===== src/rtl/digit_match_sequencer.sv =====
`default_nettype none
// ============================================================================
// Module      : digit_match_sequencer
// Description : Scans the captured image against each digit template through
//               one shared difference unit and reports the lowest-scoring
//               digit. Optional macro DIGIT_MATCH_THRESH_EN gates match_valid
//               on the best score being <= SCORE_THRESH.
// Revision    : 1.0 - initial release
// ============================================================================
module digit_match_sequencer #(
    parameter int NUM_DIGITS = 10,
    parameter int IMG_DIM    = 11,
    parameter int PIX_W      = 8,
    parameter int ACC_W      = 16
`ifdef DIGIT_MATCH_THRESH_EN
    ,
    parameter int SCORE_THRESH = 4000
`endif
) (
    input  logic             clk,
    input  logic             reset,
    input  logic             start,
    input  logic             abort,
    output logic             busy,
    output logic             done,
    output logic [6:0]       pix_addr,
    output logic [3:0]       tpl_digit,
    input  logic [PIX_W-1:0] img_pixel,
    input  logic [PIX_W-1:0] tpl_pixel,
    output logic [PIX_W-1:0] diff_a,
    output logic [PIX_W-1:0] diff_b,
    input  logic [PIX_W-1:0] diff_res,
    output logic [3:0]       result_digit,
    output logic [ACC_W-1:0] result_score,
    output logic             match_valid
);

    localparam logic [2:0] S_IDLE  = 3'd0;
    localparam logic [2:0] S_SCAN  = 3'd1;
    localparam logic [2:0] S_DRAIN = 3'd2;
    localparam logic [2:0] S_CMP   = 3'd3;
    localparam logic [2:0] S_DONE  = 3'd4;

    localparam logic [6:0] c_LAST_PIX   = 7'(IMG_DIM * IMG_DIM - 1);
    localparam logic [3:0] c_LAST_DIGIT = 4'(NUM_DIGITS - 1);
`ifdef DIGIT_MATCH_THRESH_EN
    localparam logic [ACC_W-1:0] c_THRESH = ACC_W'(SCORE_THRESH);
`endif

    logic [2:0]       r_state;
    logic [2:0]       w_state_next;
    logic [6:0]       r_pix_addr;
    logic [3:0]       r_tpl_digit;
    logic [ACC_W-1:0] r_acc;
    logic [ACC_W-1:0] r_best;
    logic [3:0]       r_best_digit;
    logic [3:0]       r_result_digit;
    logic [ACC_W-1:0] r_result_score;
    logic             r_match_valid;

    logic [ACC_W-1:0] w_diff_ext;
    logic             w_better;
    logic [ACC_W-1:0] w_best_score;
    logic [3:0]       w_best_digit;
    logic             w_match_ok;

    assign diff_a     = img_pixel;
    assign diff_b     = tpl_pixel;
    assign w_diff_ext = {{(ACC_W-PIX_W){1'b0}}, diff_res};

    // Strict compare: on equal scores the earlier (lower) digit is kept.
    assign w_better     = (r_acc < r_best);
    assign w_best_score = w_better ? r_acc : r_best;
    assign w_best_digit = w_better ? r_tpl_digit : r_best_digit;

`ifdef DIGIT_MATCH_THRESH_EN
    assign w_match_ok = (w_best_score <= c_THRESH);
`else
    assign w_match_ok = 1'b1;
`endif

    always_ff @(posedge clk or posedge reset) begin
        if (reset) begin
            r_state <= S_IDLE;
        end else begin
            r_state <= w_state_next;
        end
    end

    always_comb begin
        w_state_next = r_state;
        case (r_state)
            S_IDLE:  if (start) w_state_next = S_SCAN;
            S_SCAN: begin
                if (abort)                         w_state_next = S_IDLE;
                else if (r_pix_addr == c_LAST_PIX) w_state_next = S_DRAIN;
            end
            S_DRAIN: w_state_next = abort ? S_IDLE : S_CMP;
            S_CMP: begin
                if (abort)                              w_state_next = S_IDLE;
                else if (r_tpl_digit == c_LAST_DIGIT)   w_state_next = S_DONE;
                else                                    w_state_next = S_SCAN;
            end
            S_DONE:  w_state_next = S_IDLE;
            default: w_state_next = S_IDLE;
        endcase
    end

    always_comb begin
        busy = 1'b0;
        done = 1'b0;
        case (r_state)
            S_SCAN, S_DRAIN, S_CMP: busy = 1'b1;
            S_DONE:                 done = 1'b1;
            default: begin
                busy = 1'b0;
                done = 1'b0;
            end
        endcase
    end

    // Read data lags the address by one cycle, so SCAN at address 0 carries
    // no valid pixel and DRAIN carries the last one.
    always_ff @(posedge clk or posedge reset) begin
        if (reset) begin
            r_pix_addr     <= '0;
            r_tpl_digit    <= '0;
            r_acc          <= '0;
            r_best         <= '1;
            r_best_digit   <= '0;
            r_result_digit <= '0;
            r_result_score <= '0;
            r_match_valid  <= 1'b0;
        end else begin
            case (r_state)
                S_IDLE: begin
                    if (start) begin
                        r_acc        <= '0;
                        r_best       <= '1;
                        r_best_digit <= '0;
                        r_tpl_digit  <= '0;
                        r_pix_addr   <= '0;
                    end
                end
                S_SCAN: begin
                    if (abort) begin
                        r_pix_addr  <= '0;
                        r_tpl_digit <= '0;
                    end else begin
                        if (r_pix_addr != 7'd0) r_acc <= r_acc + w_diff_ext;
                        if (r_pix_addr != c_LAST_PIX) r_pix_addr <= r_pix_addr + 7'd1;
                    end
                end
                S_DRAIN: begin
                    if (abort) begin
                        r_pix_addr  <= '0;
                        r_tpl_digit <= '0;
                    end else begin
                        r_acc <= r_acc + w_diff_ext;
                    end
                end
                S_CMP: begin
                    r_acc        <= '0;
                    r_best       <= w_best_score;
                    r_best_digit <= w_best_digit;
                    if (abort) begin
                        r_pix_addr  <= '0;
                        r_tpl_digit <= '0;
                    end else if (r_tpl_digit == c_LAST_DIGIT) begin
                        r_result_digit <= w_best_digit;
                        r_result_score <= w_best_score;
                        r_match_valid  <= w_match_ok;
                    end else begin
                        r_tpl_digit <= r_tpl_digit + 4'd1;
                        r_pix_addr  <= '0;
                    end
                end
                default: begin
                    r_acc <= r_acc;
                end
            endcase
        end
    end

    assign pix_addr     = r_pix_addr;
    assign tpl_digit    = r_tpl_digit;
    assign result_digit = r_result_digit;
    assign result_score = r_result_score;
    assign match_valid  = r_match_valid;

endmodule
`default_nettype wire


===== config.mk =====
export PLATFORM = sky130hd
export DESIGN_NAME = digit_match_sequencer
export DESIGN_NICKNAME = d
export VERILOG_FILES = /design/src/rtl/digit_match_sequencer.sv
export SDC_FILE = /design/constraint.sdc
export NUM_CORES = 1
export LEC_CHECK = 0
export ABC_AREA = 1
export BUFFER_PORTS_ARGS = -buffer_cell sky130_fd_sc_hd__buf_2
export CORE_MARGIN = 8
export CORE_UTILIZATION = 31
export DETAILED_ROUTE_END_ITERATION = 10
export SLEW_MARGIN = 10
export SYNTH_ARGS = -nofsm -noshare
export SYNTH_HDL_FRONTEND = slang
export SYNTH_SLANG_ARGS = --single-unit

===== constraint.sdc =====
create_clock -name clk -period 4.77 [get_ports clk]
set_input_delay 0.954 -clock clk [delete_from_list [all_inputs] [get_ports clk]]
set_output_delay 0.954 -clock clk [all_outputs]
set_load 0.01 [all_outputs]

---- Word-level counts from Yosys, hierarchy flattened ----
Cells that the tools add are included.
word-level totals
  bits in registers ....................... 71
  input bits .............................. 28
  word-level logic and storage cells ...... 74
  output and inout bits ................... 50
cells by class
  eq/ne operators ......................... 16
  $lt $le $gt $ge ......................... 1
  add/subtract/negate cells ............... 3
  reduce and logical (&&, ||, !) cells .... 13
  mux-type cells .......................... 31
  bitwise operators ....................... 1
operator list
  kind                                            number
  2-to-1 mux 16 bit                               6
  one-hot mux 16 bit (4 select lines)             1
  2-to-1 mux 7 bit                                6
  one-hot mux 16 bit (2 select lines)             1
  one-hot mux 7 bit (4 select lines)              1
  2-to-1 mux 4 bit                                5
  adder 16 x 8 -> 16 bit                          1
  less-than comparator 16 bit                     1
  2-to-1 mux 3 bit                                5
  one-hot mux 3 bit (4 select lines)              1
  one-hot mux 4 bit (3 select lines)              1
  != test 2 bit (second input constant)           5
  AND reduction 5 bit                             2
  != test 3 bit (second input constant)           3
  one-hot mux 4 bit (2 select lines)              1
  adder 7 x 1 -> 7 bit (second input constant)    1
  == test 7 bit (second input constant)           1
  != test 7 bit (second input constant)           1
  nonzero test 7 bit                              1
  == test 3 x 2 -> 1 bit (second input constant)  2
  adder 4 x 1 -> 4 bit (second input constant)    1
  == test 4 bit (second input constant)           1
  AND reduction 2 bit                             2
  AND reduction 4 bit                             1
  13 further kinds                                14

---- Longest topological paths before layout ----
Gate-level depths: netlist (run 1).
  word-level depth ........................ 4
  mapped depth ............................ 15
  gate-level depth less buffers ........... 14

---- Least setup slack after synthesis (run 1) ----
Ideal clock, no wire load.
  kind .................................... input to register
  start ................................... in diff_res[0]
  end ..................................... reg r_acc[14]
  data arrival time ....................... 2.217 ns
  setup time .............................. 0.118 ns
  data required time ...................... 4.652 ns
  cell stages on the path ................. 11
  path buffers ............................ 0
  path slack .............................. 2.435 ns
  path through ............................ ha_1 > fa_1 > nand2_1 > nand3_1 > nand3_1 > nand2_1 > nand3_1 > nand2_1 > xor2_1 > nand3_1 > nand2_1
on the way
  cells in the longest elaborated chain, start to end .. 4
  elaborated cells on any way between the ends .. 5
  those cells by class .................... add/sub: 1; mux: 4
ends and longest elaborated chain
  element                                  RTL line  source
  from (decl)                              32        input logic [PIX_W-1:0] diff_res,
  adder 16 x 8 -> 16 bit (*)               150, 159
  2-to-1 mux 16 bit                        150       if (r_pix_addr != 7'd0) r_acc <= r_acc + w_diff_ext;
  2-to-1 mux 16 bit                        146       if (abort) begin
  one-hot mux 16 bit (4 select lines) (*)  135       case (r_state)
  to (signal assigned)                     150
  to (signal assigned)                     159       r_acc <= r_acc + w_diff_ext;
  to (signal assigned)                     179       r_acc <= r_acc;
  to (decl)                                54        logic [ACC_W-1:0] r_acc;
Every way passes the cells marked *; elsewhere a longest branch is shown, timed or not. The select of a mux whose other input is x is not followed.
A chain may end at the register's enable or synchronous reset.

---- Worst setup path after layout (run 1) ----
  start ................................... in abort
  end ..................................... reg r_result_digit[2] (netlist: result_digit[2])
on the way
  cells in the longest elaborated chain, start to end .. 2
ends and longest elaborated chain
  element                        RTL line  source
  from (decl)                    23        input logic abort,
  inverter 1 bit (no line)       --
  AND reduction 3 bit (no line)  --
  to (signal assigned)           170       r_result_digit <= w_best_digit;
  to (decl)                      57        logic [3:0] r_result_digit;
No other way between the ends.

==> flow_summary_export.csv, run 1 <==
group,metric,value,unit
timing,timing.final.ws_setup,2220,ps
floorplanning,die_w,137,µm
outcome,status,"completed",
logic_synthesis,syn_area,0.00452,mm²
floorplanning,die_h,137,µm
routing,drtIter0Drc,190,
logic_synthesis,yosysSeqAreaShare,39.8,%
timing,hold_violations,0,
routing,viasPerCell,4.54,
cts,clk_latency,330,ps
worst_setup_path,worst-path-max-fanout,22,
timing,final.setup_skew,11.8,ps
routing,drt-total-wl,10900,µm
layout,nets,699,
logic_synthesis,ys_warn_count,0,
cts,cts_hold_buf,0,
layout,drive_gt1_share,14.0,%
worst_setup_path,endpoint_kind,"register",
power_and_ir_drop,power.leakage,2.90,nW
logic_synthesis,synthArstFlopShare,100,%
cts,cts-root-buf,"clkbuf_16",
floorplanning,die_area,0.0187,mm²
routing,vias,3775,
layout,finalNonFillerCells,832,
grt,grt_max_degree,51,
timing,min_period,2550,ps
worst_setup_path,cp_data_required_time,5030,ps
worst_setup_path,arrival,2810,ps
worst_setup_path,crit_family,"buffers and inverters",
grt,grt_usage,12.4,%
place,dp_slack,1850,ps
power_and_ir_drop,p_per_area,442,mW/mm²
logic_synthesis,synth_cell_type_count,38,
power_and_ir_drop,peakVddDrop,0.000163,V
timing,relSlewSlack,29.5,%
timing,rsz0062_at_grt,"no",
layout,area_growth,11.7,%
floorplanning,num_io_pins,78,
logic_synthesis,synth_flop_cell,"dfrtp_1",
place,io_buffer_count,45,
logic_synthesis,syn_avg_cell_area,7.31,µm²
place,gp_congestion,0.819,
floorplanning,rows,44,
logic_synthesis,synth_edf_count,0,
place,hpwl,8070,µm
cts,cts.sinks,71,
timing,period_share,53.5,%
worst_setup_path,slowest_delay,750,ps
min_path,hp-class,"register to register",
logic_synthesis,yosysTopAreaCellShare,30.5,%
timing,maxSlewViolCount,0,
worst_setup_path,criticalPathCategory,"input port to register",
logic_synthesis,synthTopCellsByArea,"dfrtp_1, nand2_1, dfstp_2, nand3_1, ha_1",
worst_setup_path,slowest_stage,"inv_1",
routing,first_pass_iters,4,
worst_setup_path,start_kind,"input port",
grt,gr-total-overflow,0,
logic_synthesis,ys_ff_latch,71,
floorplanning,start_util,31.4,%
grt,grt_first_pass_wirelength,18600,µm
logic_synthesis,postSynthCellCount,618,
cts,h-tree-depth,3,
place,dp.cells,816,
floorplanning,core-area,0.0144,mm²
cts,cts.repair.resized,0,
grt,grt_pass1_vias,3661,
job,cap_violations,0,
routing,drt-wirelength-per-cell,13.1,µm
cts,cts_max_path_buffers,2,
timing,fmax,392,MHz
cts,cts_buffers,9,
timing,setup_tns,0,ps
worst_setup_path,cp_num_buf_inv,2,
worst_setup_path,path_cells,"buf_2 > nor2_2 > nand4_2 > inv_1 > nand3_1 > nand2_1",
routing,drc,0,
cts,clk_pin_slew,50,ps
layout,diodes,0,
routing,ant_nets,0,
power_and_ir_drop,power,2.23,mW
grt,antenna_found_initial,0,
timing,tightest_slew,1060,ps
cts,cts_tree,"done",
cts,cts_setup_buffers,0,
logic_synthesis,synth_top_cell_by_area,"dfrtp_1",
timing,finalSetupViolations,0,
logic_synthesis,synth_fp_nets,674,
==> per-layer routing <==
metal / share of wire (%) / vias to the layer above / routed length [µm] / track usage, %
met5: 0 / - / 0 / 0
met4: 1.5 / 0 / 163 / 4.27
met3: 5.5 / 14 / 598 / 2.06
met2: 43 / 63 / 4620 / 18.3
met1: 50 / 1702 / 5490 / 17.7
li1: - / 1996 / - / -
==> through the flow <==
step | hold WS (ps) | area, µm² | util [%]
6_report | 474 | 5050 | 35.1
5_1_grt | 505 | 5050 | 35.1
4_1_cts | 475 | 5050 | 35.1
3_5_place_dp | 464 | 4780 | 33.3
3_3_place_gp | 456 | 4780 | 33.3
2_1_floorplan | 504 | 4520 | -
==> worst reg2reg max path: cells and delay by family, from the launching register on <==
family / cells / cell delay [ps]
DFF: 1 / 420
and+or+nand+nor: 5 / 1010
buffers and inverters: 2 / 930
==> worst paths after layout <==
kind                       depth (start not counted)         from  slack, ps               end
hold reg to reg                                    1  match_valid        470       match_valid
max in group asynchronous                          3        reset       2930         r_best[7]
setup reg to reg                                   7   r_state[2]       2340   result_digit[2]
hold / removal                                     1  match_valid        470       match_valid
min in group asynchronous                          2        reset        900  result_score[12]
setup / recovery                                   6        abort       2220   result_digit[2]
==> cells in the mapped netlist, types with 2 or more instances <==
cell      number
ha_1          27
a21oi_1       17
buf_2          5
buf_1          2
o21ai_0       13
nand3_2        2
o21ai_1        6
nor2_2         3
buf_4         19
dfstp_2       16
nand2_1      200
nor2_1        33
nand3_1       75
nand4_1        8
dfrtp_1       55
clkbuf_1       7
or2_2          2
nor3_1         6
xnor2_1        4
o22ai_1        7
nor3b_1        2
xor2_1         6
inv_1         88
==> cells in the final DEF, fill, tap and decap left out, types with 7 or more instances in the layout <==
master     netlist  layout
buf_2            5      45
dfrtp_1         55      55
o22ai_1          7       7
clkbuf_16        0       9
nor2_1          33      33
ha_1            27      27
nand2_1        200     200
a21oi_1         17      17
inv_1           88      87
dfstp_2         16      16
o21ai_0         13      13
nand4_1          8       8
nand3_1         75      75
==> final cells by class <==
type / instances / area [µm²]
well taps: 184 / 230
flip-flops and latches: 71 / 1800
repair buffers: 48 / 248
clock inverters: 1 / 5.00
inverters: 89 / 334
fillers: 1548 / 9320
multi-input cells: 424 / 2170
clock buffers: 15 / 258
==> state kept, by name, indices dropped and copies added, names as in the netlist <==
name	cells
r_acc	16
r_best	16
match_valid	1
r_state	3
tpl_digit	4
pix_addr	7
r_best_digit	4
result_digit	4
result_score	16
==> power by group <==
part / internal, mW / leakage [nW] / switching [mW] / total (mW)
Clock: 0.366 / 0.128 / 0.233 / 0.600
Combinational: 0.267 / 1.85 / 0.541 / 0.809
Sequential: 0.728 / 0.924 / 0.0941 / 0.822
Total: 1.36 / 2.90 / 0.869 / 2.23
==> kinds of logic after synthesis <==
logic type | count (synthesis) | share of synthesized area [%]
adder cells (fa/ha/maj) | 28 | 7.92
AO/OA/AOI/OAI | 49 | 6.20
flip-flops | 71 | 39.8
XOR/XNOR | 10 | 1.94
AND/OR/NAND/NOR | 337 | 32.1
buffers and inverters | 123 | 12.1
Note: power is estimated with default switching activity, not from simulation.
==> run 2, diff against run 1 <==
==> constraint.sdc (replaced) <==
create_clock -name clk -period 2.6 [get_ports clk]
set_input_delay 0.52 -clock clk [delete_from_list [all_inputs] [get_ports clk]]
set_output_delay 0.52 -clock clk [all_outputs]
set_load 0.01 [all_outputs]
==> run 2 against run 1 <==
Combinational power is 93% higher. Register-to-register slack worse by 1900 ps. Global-route usage hardly changed. Critical path depth up 7. Count of clock-buffer cells in the layout fell by 6. Clock skew down 3.7 ps. Flip-flop and latch count stayed put. Sequential share of layout area fell by 1.1 points. Largest cell class unchanged.
==> flow_summary_export.csv, run 2 (synthesized netlist as in run 1, its figures left out) <==
group,metric,value,unit
outcome,status,"completed",
power_and_ir_drop,intPower,2.71,mW
place,dp_slack,451,ps
routing,first_pass_iters,5,
place,io_buffer_count,45,
grt,gr-total-overflow,0,
worst_setup_path,cpMostUsedCell,"nand2_1",
cts,h-tree-depth,3,
layout,nets,710,
timing,min_period,2180,ps
power_and_ir_drop,power.leakage,2.99,nW
cts,cts_max_path_buffers,2,
cts,clk_pin_slew,60,ps
floorplanning,rows,44,
routing,drt-total-wl,11000,µm
grt,grt_usage,12.3,%
floorplanning,die_area,0.0187,mm²
floorplanning,core-area,0.0144,mm²
cts,cts_hold_buf,0,
timing,maxSlewViolCount,0,
floorplanning,die_w,137,µm
worst_setup_path,arrival,2410,ps
cts,clk_latency,330,ps
worst_setup_path,endpoint_kind,"register",
layout,diodes,0,
routing,drtIter0Drc,236,
cts,cts.sinks,71,
grt,antenna_found_initial,0,
place,placed_cell_area,0.00489,mm²
place,hpwl,8240,µm
routing,viasPerCell,4.59,
min_path,hp-class,"input port to async pin",
worst_setup_path,cp_num_buf_inv,2,
timing,final.setup_skew,8.12,ps
timing,timing.hold.ws,273,ps
routing,ant_nets,0,
job,cap_violations,0,
power_and_ir_drop,peakVddDrop,0.000395,V
worst_setup_path,slowest_stage,"dfstp_2",
layout,drive_gt1_share,16.2,%
routing,wl_met3,509,µm
cts,cts_tree,"done",
layout,post-route-cell-area,0.00521,mm²
worst_setup_path,path_cells,"inv_1 > ha_1 > a21oi_1 > nor2_1 > nor3_1 > nand2_1 > nand2_1 > nand2_1 > buf_12 > nand2_1 > nand2_1 > nand2_1 > nand2_1",
timing,finalSetupViolations,0,
timing,timing.final.ws_setup,416,ps
worst_setup_path,criticalPathCategory,"register to register",
power_and_ir_drop,p_comb_share,35.4,%
layout,finalNonFillerCells,843,
timing,period_share,84.0,%
cts,cts.repair.resized,0,
routing,vias,3872,
timing,setup_tns,0,ps
routing,wl_met2,4690,µm
timing,hold_violations,0,
grt,grt_max_degree,30,
layout,final.fill_count,1486,
grt,grt_first_pass_wirelength,18600,µm
layout,final_common_cell,"nand2_1",
power_and_ir_drop,power_switching_share,38.4,%
place,dp.cells,827,
power_and_ir_drop,pwr-share-clk,30.3,%
cts,cts_setup_buffers,0,
power_and_ir_drop,p_sw,1.69,mW
timing,fmax,458,MHz
power_and_ir_drop,p_per_area,844,mW/mm²
cts,cts_buffers,9,
layout,final_cell_mix,"nand2_1, inv_1, nand3_1, dfrtp_1, buf_2",
layout,area_growth,15.4,%
worst_setup_path,worst-path-max-fanout,14,
routing,drc,0,
worst_setup_path,cp_data_required_time,2830,ps
routing,drt-wirelength-per-cell,13.0,µm
floorplanning,num_io_pins,78,
routing,wl_met1,5680,µm
power_and_ir_drop,p_seq_share,34.3,%
worst_setup_path,start_kind,"register",
cts,cts-root-buf,"clkbuf_16",
floorplanning,start_util,31.4,%
grt,grt_pass1_vias,3715,
timing,rsz0062_at_grt,"no",
place,gp_congestion,0.813,
timing,tightest_slew,749,ps
routing,highest_layer,"met4",
worst_setup_path,slowest_delay,530,ps
worst_setup_path,crit_family,"simple AND/OR/NAND/NOR gates",
floorplanning,die_h,137,µm
timing,relSlewSlack,50.0,%
run 2: cell count changes in the layout (fill, tap and decap cells not counted), sizes merged:
cell | previous run | this run
buf | 48 | 59
clkbuf | 15 | 9
clkinv | 1 | 4
bufinv | 0 | 2
inv | 89 | 90
run 2: per-layer routing:
metal | vias to the layer above | GRT usage [%]
li1 | 2022 | -
met1 | 1769 | 17.3
met2 | 73 | 18.6
met3 | 8 | 2.28
met4 | 0 | 3.84
met5 | - | 0
run 2: power by group through the flow:
stage | sequential (mW) | clock, mW | combinational [mW]
floorplan | 1.48 | 0 | 1.23
global placement | 1.53 | 0 | 1.55
detailed placement | 1.52 | 0 | 1.56
CTS | 1.51 | 1.35 | 1.56
global route | 1.54 | 1.41 | 1.79
finish | 1.51 | 1.33 | 1.56
run 2: area by class of cell:
class                   instances  area (µm²)  share of cell area, %
repair buffers                 59         355                   6.82
well taps                     184         230                   4.42
flip-flops and latches         71        1800                   34.5
clock inverters                 7        96.3                   1.85
inverters                      89         334                   6.41
clock buffers                   9         225                   4.32
multi-input cells             424        2170                   41.7
run 2: final timing paths:
path	start	to	slack (ps)	cells after the start
worst max-delay path	r_best[5]	result_score[15]	420	13
worst min-delay path	reset	result_score[10]	270	2
worst max register to register	r_best[5]	result_score[15]	420	13
worst min register to register	match_valid	match_valid	460	1
max in group asynchronous	reset	r_best[10]	1550	3
min in group clk	match_valid	match_valid	460	1
run 2: worst reg2reg max path, delay by kind of cell, from the launching register on:
family | cells | cell delay (ps)
AND/OR/NAND/NOR | 9 | 810
AO/OA/AOI/OAI | 1 | 160
flip-flops | 1 | 530
adder cells (fa/ha/maj) | 1 | 290
buffers and inverters | 2 | 280
run 2: per-stage QoR:
step,power [mW],utilization [%]
3_5_place_dp,3.08,34.0
5_1_grt,4.73,36.3
3_3_place_gp,3.08,34.0
6_report,4.40,36.3
4_1_cts,4.42,36.3
2_1_floorplan,2.71,-
==> run 3, diff against run 2 <==
==> constraint.sdc (replaced) <==
create_clock -name clk -period 2.2 [get_ports clk]
set_input_delay 0.44 -clock clk [delete_from_list [all_inputs] [get_ports clk]]
set_output_delay 0.44 -clock clk [all_outputs]
set_load 0.01 [all_outputs]
==> run 3 against run 2 <==
Combinational power is 19% higher. Via count rose by 0.23%. Cell area increased by 1.6%. Critical path depth down 2. Final cell count is 0.95% higher.
==> flow_summary_export.csv, run 3 (synthesized netlist as in run 1, its figures left out) <==
group,metric,value,unit
power_and_ir_drop,p_per_area,983,mW/mm²
floorplanning,rows,44,
timing,min_period,2000,ps
worst_setup_path,cpMostUsedCell,"nand2_1",
layout,finalNonFillerCells,851,
timing,rsz0062_at_grt,"no",
routing,drc,0,
grt,grt_pass1_vias,3882,
timing,setup_tns,0,ps
place,hpwl,8290,µm
cts,h-tree-depth,3,
timing,final.setup_skew,8.18,ps
worst_setup_path,endpoint_kind,"register",
cts,cts-root-buf,"clkbuf_16",
timing,relSlewSlack,57.4,%
routing,vias,3881,
layout,area_growth,17.2,%
worst_setup_path,slowest_delay,530,ps
worst_setup_path,arrival,2200,ps
layout,diodes,0,
floorplanning,die_w,137,µm
layout,nets,718,
worst_setup_path,crit_start,"r_best[11]",
grt,use_met3,2.13,%
cts,cts_hold_buf,0,
timing,period_share,90.7,%
cts,cts_buffers,9,
grt,grt_usage,12.4,%
cts,cts_tree,"done",
floorplanning,die_h,137,µm
grt,gr-total-overflow,0,
routing,drt-wirelength-per-cell,12.7,µm
cts,clk_latency,330,ps
floorplanning,num_io_pins,78,
routing,ant_nets,0,
timing,finalSetupViolations,0,
cts,clk_pin_slew,60,ps
place,dp.cells,835,
worst_setup_path,start_kind,"register",
grt,grt_first_pass_wirelength,18900,µm
layout,final_util,36.8,%
outcome,status,"completed",
grt,grt_max_degree,28,
worst_setup_path,criticalPathCategory,"register to register",
layout,drive_gt1_share,17.2,%
grt,antenna_found_initial,0,
layout,final_common_cell,"nand2_1",
layout,final_cell_mix,"nand2_1, inv_1, nand3_1, dfrtp_1, buf_2",
worst_setup_path,worst-path-max-fanout,20,
routing,first_pass_iters,4,
routing,viasPerCell,4.56,
grt,busiest_layer,"met2",
place,io_buffer_count,45,
timing,hold_violations,0,
floorplanning,die_area,0.0187,mm²
routing,drt-total-wl,10800,µm
timing,tightest_slew,638,ps
timing,maxSlewViolCount,0,
power_and_ir_drop,peakVddDrop,0.000468,V
worst_setup_path,cp_data_required_time,2410,ps
routing,drtIter0Drc,209,
cts,cts.sinks,71,
timing,fmax,501,MHz
grt,grtUsageMet1,17.4,%
floorplanning,core-area,0.0144,mm²
cts,cts.repair.resized,0,
min_path,hp-class,"input port to async pin",
worst_setup_path,path_cells,"inv_1 > ha_1 > nand2_1 > o21bai_1 > a21oi_1 > nor2_2 > nand2_1 > buf_12 > nand2_1 > nand3_1 > o21ai_0",
worst_setup_path,crit_family,"flip-flops",
job,cap_violations,0,
worst_setup_path,cp_num_buf_inv,2,
floorplanning,start_util,31.4,%
power_and_ir_drop,power.leakage,3.03,nW
grt,grt_use_met2,19.1,%
worst_setup_path,slowest_stage,"dfstp_2",
timing,timing.hold.ws,190,ps
cts,cts_setup_buffers,0,
cts,cts_max_path_buffers,2,
worst_setup_path,r2r-start,"r_best[11]",
place,gp_congestion,0.841,
-- run 3: changes by cell type in the layout (fill, tap and decap cells not counted), sizes merged --
cell	change
clkinv	-2
inv	-2
buf	+8
clkinvlp	+2
clkbuf	+2
-- run 3: layer usage --
layer | up-vias | wire length (µm)
met2 | 65 | 4670
met4 | 0 | 78
met3 | 4 | 482
met1 | 1769 | 5550
met5 | - | 0
li1 | 2043 | -
-- run 3: worst reg2reg max path: cells and delay by family, from the launching register on --
kind,cells,cell delay (ps)
AOI/OAI and AO/OA,3,420
adders and majority gates,1,290
buffers and inverters,2,230
DFF,1,530
and+or+nand+nor,5,400
-- run 3: area by class of cell --
cell class                 count  area, µm²
clock inverter                 5       81.3
fill                        1498       9070
multi-input combinational    424       2180
sequential                    71       1800
inverter                      89        338
clock buffer                  11        243
tap                          184        230
timing repair buffer          67        428
-- run 3: path summary, 6_finish.rpt --
kind	cells after the start	endpoint	slack [ps]
setup / recovery	11	r_best_digit[3]	200
hold / removal	2	result_score[11]	190
setup reg to reg	11	r_best_digit[3]	200
hold reg to reg	1	match_valid	460
max in group asynchronous	3	r_best[15]	1410
min in group clk	1	match_valid	460
-- run 3: report_power, final --
| part | leakage, nW | switching, mW | total (mW) | internal [mW] |
|---|---|---|---|---|
| clock network | 0.156 | 0.561 | 1.59 | 1.02 |
| registers | 0.924 | 0.190 | 1.77 | 1.58 |
| logic | 1.95 | 1.21 | 1.85 | 0.638 |
-- run 3: through the flow --
stage / total power, mW / cell area [µm²] / setup slack (ps)
after floorplan: 3.20 / 4520 / 275
after global placement: 3.63 / 4970 / 165
after detailed placement: 3.65 / 4970 / 140
after CTS: 5.26 / 5290 / 208
after global routing: 5.62 / 5290 / 40.1
final: 5.21 / 5290 / 204
